<file path="src/rtl/apb_master_bridge.sv">
// Single-beat command to APB requester: turns one host command into a SETUP/ACCESS
// transfer and reports completion or timeout through a one-cycle response strobe.
module apb_master_bridge #(
  parameter int addrWidth     = 8,
  parameter int dataWidth     = 91,
  parameter int timeoutCycles = 256
) (
  input  logic                 clk,
  input  logic                 rst_n,
  input  logic                 cmd_valid,
  output logic                 cmd_ready,
  input  logic                 cmd_write,
  input  logic [addrWidth-1:0] cmd_addr,
  input  logic [dataWidth-1:0] cmd_wdata,
  output logic                 rsp_valid,
  output logic [dataWidth-1:0] rsp_rdata,
  output logic                 rsp_err,
  output logic                 busy,
  output logic [addrWidth-1:0] paddr,
  output logic                 pwrite,
  output logic                 psel,
  output logic                 penable,
  output logic [dataWidth-1:0] pwdata,
  input  logic [dataWidth-1:0] prdata,
  input  logic                 pready
);

  localparam int CntW = (timeoutCycles < 1) ? 1 : $clog2(timeoutCycles + 1);
  localparam bit TimeoutEn = (timeoutCycles != 0);
  localparam logic [CntW-1:0] TimeoutLast = CntW'((timeoutCycles > 0) ? timeoutCycles - 1 : 0);
  localparam logic [CntW-1:0] CntMax = '1;

  typedef enum logic [1:0] {
    IDLE,
    SETUP,
    ACCESS
  } state_e;

  state_e               state_q, state_d;
  logic [addrWidth-1:0] paddr_q, paddr_d;
  logic                 pwrite_q, pwrite_d;
  logic [dataWidth-1:0] pwdata_q, pwdata_d;
  logic                 psel_q, psel_d;
  logic                 penable_q, penable_d;
  logic [CntW-1:0]      wait_cnt_q, wait_cnt_d;
  logic                 rsp_valid_q, rsp_valid_d;
  logic [dataWidth-1:0] rsp_rdata_q, rsp_rdata_d;
  logic                 rsp_err_q, rsp_err_d;
  logic                 idle;

  assign idle      = (state_q == IDLE);
  assign cmd_ready = idle;
  assign busy      = ~idle;

  always_comb begin
    // NOTE: every signal gets a default before the case so no path leaves it
    // unassigned; otherwise synthesis infers a latch to hold the old value.
    state_d     = state_q;
    paddr_d     = paddr_q;
    pwrite_d    = pwrite_q;
    pwdata_d    = pwdata_q;
    psel_d      = psel_q;
    penable_d   = penable_q;
    wait_cnt_d  = wait_cnt_q;
    rsp_valid_d = 1'b0;
    rsp_rdata_d = rsp_rdata_q;
    rsp_err_d   = rsp_err_q;

    unique case (state_q)
      IDLE: begin
        if (cmd_valid) begin
          paddr_d   = cmd_addr;
          pwrite_d  = cmd_write;
          pwdata_d  = cmd_wdata;
          psel_d    = 1'b1;
          penable_d = 1'b0;
          state_d   = SETUP;
        end
      end
      SETUP: begin
        penable_d  = 1'b1;
        wait_cnt_d = '0;
        state_d    = ACCESS;
      end
      ACCESS: begin
        if (pready) begin
          psel_d      = 1'b0;
          penable_d   = 1'b0;
          rsp_valid_d = 1'b1;
          rsp_err_d   = 1'b0;
          rsp_rdata_d = pwrite_q ? '0 : prdata;
          state_d     = IDLE;
        end else begin
          wait_cnt_d = (wait_cnt_q == CntMax) ? wait_cnt_q : wait_cnt_q + CntW'(1);
          // Counter holds the number of waits already seen, so the abort lands
          // on the timeoutCycles-th ACCESS cycle.
          if (TimeoutEn && (wait_cnt_q == TimeoutLast)) begin
            psel_d      = 1'b0;
            penable_d   = 1'b0;
            rsp_valid_d = 1'b1;
            rsp_err_d   = 1'b1;
            rsp_rdata_d = '0;
            state_d     = IDLE;
          end
        end
      end
      default: state_d = IDLE;
    endcase
  end

  // NOTE: state registers use non-blocking assignments so every flop samples
  // the pre-edge values, independent of statement order.
  always_ff @(posedge clk) begin
    if (!rst_n) begin
      state_q     <= IDLE;
      paddr_q     <= '0;
      pwrite_q    <= 1'b0;
      pwdata_q    <= '0;
      psel_q      <= 1'b0;
      penable_q   <= 1'b0;
      wait_cnt_q  <= '0;
      rsp_valid_q <= 1'b0;
      rsp_rdata_q <= '0;
      rsp_err_q   <= 1'b0;
    end else begin
      state_q     <= state_d;
      paddr_q     <= paddr_d;
      pwrite_q    <= pwrite_d;
      pwdata_q    <= pwdata_d;
      psel_q      <= psel_d;
      penable_q   <= penable_d;
      wait_cnt_q  <= wait_cnt_d;
      rsp_valid_q <= rsp_valid_d;
      rsp_rdata_q <= rsp_rdata_d;
      rsp_err_q   <= rsp_err_d;
    end
  end

  assign paddr     = paddr_q;
  assign pwrite    = pwrite_q;
  assign pwdata    = pwdata_q;
  assign psel      = psel_q;
  assign penable   = penable_q;
  assign rsp_valid = rsp_valid_q;
  assign rsp_rdata = rsp_rdata_q;
  assign rsp_err   = rsp_err_q;

endmodule

</file>
<file path="config.mk">
export PLATFORM = sky130hd
export DESIGN_NAME = apb_master_bridge
export DESIGN_NICKNAME = d
export VERILOG_FILES = /design/src/rtl/apb_master_bridge.sv
export SDC_FILE = /design/constraint.sdc
export NUM_CORES = 1
export LEC_CHECK = 0
export ABC_AREA = 1
export CORE_ASPECT_RATIO = 0.7
export CORE_UTILIZATION = 36
export CTS_CLUSTER_SIZE = 8
export DETAILED_ROUTE_END_ITERATION = 16
export PLACE_DENSITY = 0.77
export SLEW_MARGIN = 15
export SYNTH_ARGS = -nofsm -noshare
export SYNTH_HDL_FRONTEND = slang
export SYNTH_SLANG_ARGS = --single-unit
</file>
<file path="constraint.sdc">
create_clock -name clk -period 1.65 [get_ports clk]
set_input_delay 0.33 -clock clk [delete_from_list [all_inputs] [get_ports clk]]
set_output_delay 0.33 -clock clk [all_outputs]
set_load 0.1 [all_outputs]
</file>
* Yosys cells after proc, flatten, opt, wreduce, memory -nomap -nowiden *
Cells that the tools add are included.

word-level totals
  word-level logic and storage cells = 52
  bits of input ports = 195
  output and inout port bits = 197
  register bits = 206

cells by class
  $add $sub $neg = 1
  reduce and logical (&&, ||, !) cells = 12
  eq/ne operators = 8
  muxes and demuxes = 20
  bitwise gates (word level) = 1

operators with widths
  cell                 number
  $mux 91              3
  $mux 9               2
  $pmux 9 s2           1
  $add 9x1->9 const B  1
  $eq 9x8->1 const B   1
  $eq 9x9->1 const B   1
  $reduce_and 3->1     3
  $mux 1               8
  $reduce_and 2->1     4
  $mux 2               3
  $ne 2x2->1 const B   3
  $pmux 2 s3           1
  $reduce_bool 2->1    3
  $ne 3x3->1 const B   1
  $pmux 1 s3           1
  $reduce_bool 3->1    1
  $eq 2x1->1 const B   1
  $eq 2x2->1 const B   1
  $logic_not 2->1      1
  $pmux 1 s2           1
  $not 1->1            1

* Depth between registers and ports, before layout *
  depth in word-level cells = 4
  mapped depth = 13
  mapped depth without buffers = 11

* Least setup slack after synthesis *
No wires, ideal clock.

  path type = reg-to-output
  start point = reg state_q[1]
  end point = out busy
  arrival time = 1.891 ns
  required time = 1.320 ns
  setup slack = -0.571 ns
  buffers on the path = 0
  cell stages (with the launch flop) = 3
  cells stage by stage = dfxtp_1 > nor2_2 > inv_1

on the way
  word-level cells in the longest chain between the ends = 2

RTL lines
  element                   line  source
  start: declaration        39    state_e state_q, state_d;
  start signal: assignment  126   state_q <= state_d;
  $logic_not 2->1           51    assign idle = (state_q == IDLE);
  net cmd_ready             11    output logic cmd_ready,
  $not 1->1                 53    assign busy = ~idle;
  end: declaration          18    output logic busy,

The timed path passes the listed nets, and every way through them passes these cells.

* Final worst setup path *
  start point = reg wait_cnt_q[1]
  end point = reg rsp_rdata_q[66], in the netlist rsp_rdata[66]

on the way
  word-level cells in the longest chain between the ends = 3

RTL lines
  element                             line  source
  start: declaration                  45    logic [CntW-1:0] wait_cnt_q, wait_cnt_d;
  start signal: assignment            132   wait_cnt_q <= wait_cnt_d;
  $eq 9x8->1                          97    if (TimeoutEn && (wait_cnt_q == TimeoutLast)) begin
  $reduce_bool 2->1 (no source line)  --
  $reduce_and 2->1 (no source line)   --
  end signal: assignment              134   rsp_rdata_q <= rsp_rdata_d;
  end: declaration                    47    logic [dataWidth-1:0] rsp_rdata_q, rsp_rdata_d;

Every way passes these cells.
A chain may end at the register's enable or synchronous reset.

==> results.py <==
metrics = {
    "critical_path": {
        "crit_required_ns": 2.12,
        "cpLargestDelayFamily": "simple AND/OR/NAND/NOR gates",
        "critPathCaptureType": "register",
        "cp.arrival_ns": 2.37,
        "cpMaxStageDelayCell": "dfxtp_2",
        "max_stage_delay_ns": 0.35,
        "r2r_setup_slack_ns": -0.24,
        "worstSetupPathType": "register to register",
        "critPathMostFrequentCell": "nand2_4",
        "crit_fanout": 5,
        "critPathLaunchType": "register",
        "critPathBufInv": 4,
        "critical_path.cell_chain": "ha_4 > nand2_4 > nor3b_4 > ha_2 > inv_2 > nand2_2 > nand2_4 > inv_4 > nand2_8 > buf_12 > buf_16 > o21ai_2",
    },
    "finish": {
        "area_delta_synth_final_pct": 100.6,
        "final_cell_area_um2": 15470,
        "drive_gt1_share_pct": 31.65,
        "fin_nets": 1544,
        "diodes": 0,
        "final_cells": 1622,
        "fill_cells": 1402,
    },
    "placed_design": {
        "place_inst": 1569,
        "portBuffers": 391,
        "place_congestion": 0.8135,
        "place_hpwl_um": 19210,
        "pre_cts_slack_ns": -0.1703,
        "placed_area_um2": 14040,
    },
    "logic_synthesis": {
        "synth_top_area_share_pct": 53.47,
        "synth_largest_area_cell": "dfxtp_1",
        "synth_cells": 935,
        "async_flop_share_pct": 0,
        "synth_ff_type": "dfxtp_1",
        "ys_seq_elements": 206,
        "synthTopCellsByCount": "nor2_1 (215), dfxtp_1 (206), nand2_1 (108), o21ai_1 (102), nand3_1 (101)",
        "synth.area.top_cells": "dfxtp_1 (53%), nor2_1 (10%), o21ai_2 (9.1%)",
        "yosys_warnings": 0,
        "synthesis.nets": 1133,
        "yosysUniqueCellTypes": 22,
        "netlist_area_um2": 7712,
        "synth_edf_count": 0,
        "yosysSeqAreaShare_pct": 53.47,
        "postSynthAreaPerCell_um2": 8.249,
        "yosysMostFrequentCell": "nor2_1",
    },
    "grt": {
        "grt_remaining_overflow": 0,
        "grt_pass1_vias": 7978,
        "grt.total_usage_pct": 25.11,
        "grt_pass1_wl_um": 43600,
        "antenna_found_initial": 0,
        "grt_max_degree": 55,
    },
    "sta": {
        "final_hold_viol_count": 0,
        "period_share_pct": 114.8,
        "relSlewSlack_pct": 72.92,
        "clock_skew_ns": 0.02132,
        "rsz0062_at_grt": "yes",
        "worst_slack_ns": -0.2435,
        "slew_viol_final": 0,
        "worstMarginPinSlew_ns": 0.4061,
        "max_freq_ghz": 0.5281,
        "post-route-min-period_ns": 1.894,
        "setup_violations": 98,
        "hold-worst-slack_ns": 0.2134,
    },
    "pwr": {
        "ir_drop_mv": 0.8032,
        "powerDensity_nw_per_um2": 972.5,
        "p_leak_nw": 6.231,
        "power.total_w": 0.01505,
    },
    "detailed_routing": {
        "drt_iter0_markers": 353,
        "ant_nets": 0,
        "wl_per_cell_um": 17.63,
        "drcViolationCount": 0,
        "viasPerCell": 4.919,
        "dr.pass1.iters": 4,
        "wl_um": 28590,
        "vias": 7979,
    },
    "clocking": {
        "cts_root_buffer": "clkbuf_16",
        "clockBufferDepth": 3,
        "hold_buffers": 0,
        "cts_max_level": 1,
        "clk_latency_ns": 0.54,
        "clk_pin_slew_ns": 0.05,
        "cts_tree": "built",
        "tritoncts.num_buffers": 29,
        "cts_num_sinks": 206,
    },
    "die": {
        "placementRows": 44,
        "dieArea_um2": 22020,
        "core_area_um2": 20870,
        "die_h_um": 124.5,
        "die_w_um": 176.9,
        "start_util_pct": 36.96,
        "io_pins": 392,
    },
    "worst_hold_path": {
        "worstHoldPathType": "primary input to register",
    },
    "run_status": {
        "violations": "negative setup slack",
        "status": "complete, but fails checks",
    },
    "job": {
        "drv_cap": 0,
    },
}
[where the power goes]
part	switching [W]	internal (W)	leakage [nW]	total [W]
clock network	0.00207	0.00310	0.369	0.00517
logic	0.00268	0.00168	4.17	0.00436
registers	0.000272	0.00524	1.69	0.00551
total	0.00502	0.0100	6.23	0.0150
[worst reg2reg max path, cell delays in order (launching register included)]
cell	delay, ns
dfxtp_2	0.35
ha_4	0.15
nand2_4	0.06
nor3b_4	0.22
ha_2	0.23
inv_2	0.05
nand2_2	0.09
nand2_4	0.08
inv_4	0.09
nand2_8	0.07
buf_12	0.17
buf_16	0.15
o21ai_2	0.14
[repair_timing]
| item | CTS | global route |
|---|---|---|
| gates resized for setup | 38 | 32 |
| buffers inserted | 10 | 4 |
| endpoints found under the setup margin | 102 | 106 |
| cloned | 12 | 0 |
| pin swaps | 8 | 5 |
[layout by cell type, fill, tap and decap left out, types with 3 or more instances in the layout]
cell | Yosys | layout
clkbuf_16 | 0 | 29
clkdlybuf4s50_1 | 0 | 193
o21ai_4 | 0 | 3
o21ai_1 | 102 | 93
inv_2 | 6 | 8
nand3_1 | 101 | 96
nor2_4 | 2 | 4
o21ai_2 | 80 | 88
dfxtp_1 | 206 | 199
buf_12 | 0 | 209
a21oi_1 | 12 | 6
o21ai_0 | 12 | 10
nand2_1 | 108 | 100
nand2_4 | 0 | 3
buf_16 | 0 | 14
nand2_2 | 1 | 4
nand3_2 | 0 | 5
inv_1 | 10 | 7
dfxtp_2 | 0 | 6
a21oi_2 | 0 | 6
buf_4 | 1 | 34
nor2_1 | 215 | 214
[cell type report]
class | count | area [um^2] | share of cell area (%)
Sequential cell | 206 | 4135 | 26.73
Inverter | 16 | 62.56 | 0.4043
Multi-Input combinational cell | 640 | 3369 | 21.78
Tap cell | 276 | 345.3 | 2.232
Clock buffer | 30 | 739.5 | 4.779
Timing Repair Buffer | 453 | 6812 | 44.02
Clock inverter | 1 | 8.758 | 0.05661
[path summary, 6_finish.rpt]
check,start,cells past startpoint,end
min reg2reg,rsp_rdata[37],2,rsp_rdata[37]
max reg2reg,wait_cnt_q[1],12,rsp_rdata[66]
min,rst_n,3,pwrite
max,wait_cnt_q[1],12,rsp_rdata[66]
[routing by layer]
metal  routed length (um)  vias up  track usage (%)
met1                11570     3744            29.71
met4                 1079        0            10.04
met3                 1895       70            6.899
li1                     -     3887                -
met2                14040      278            42.60
met5                    0        -                0
[metrics by stage]
stage | setup TNS (ns) | util (%)
after global routing | -24.50 | 74.15
after global placement | -7.237 | 67.29
after detailed placement | -15.79 | 67.29
after floorplan | -1.735 | -
after CTS | -12.89 | 73.55
final | -19.17 | 74.15
[state kept, by name, summed over array words and instances (netlist names)]
signal / count
wait_cnt_q: 9
rsp_rdata: 91
pwrite: 1
paddr: 8
penable: 1
pwdata: 91
rsp_err: 1
psel: 1
rsp_valid: 1
state_q: 2
[cells by family (layout without fill, tap and decap cells)]
| kind of cell | after synthesis | after routing | share of synthesized area [%] |
|---|---|---|---|
| AOI/OAI and AO/OA | 207 | 207 | 17.38 |
| buffers and inverters | 89 | 500 | 5.759 |
| adders and majority gates | 3 | 3 | 0.4867 |
| DFF | 206 | 206 | 53.47 |
| and+or+nand+nor | 430 | 430 | 22.91 |
(Power assumes the default switching activity.)
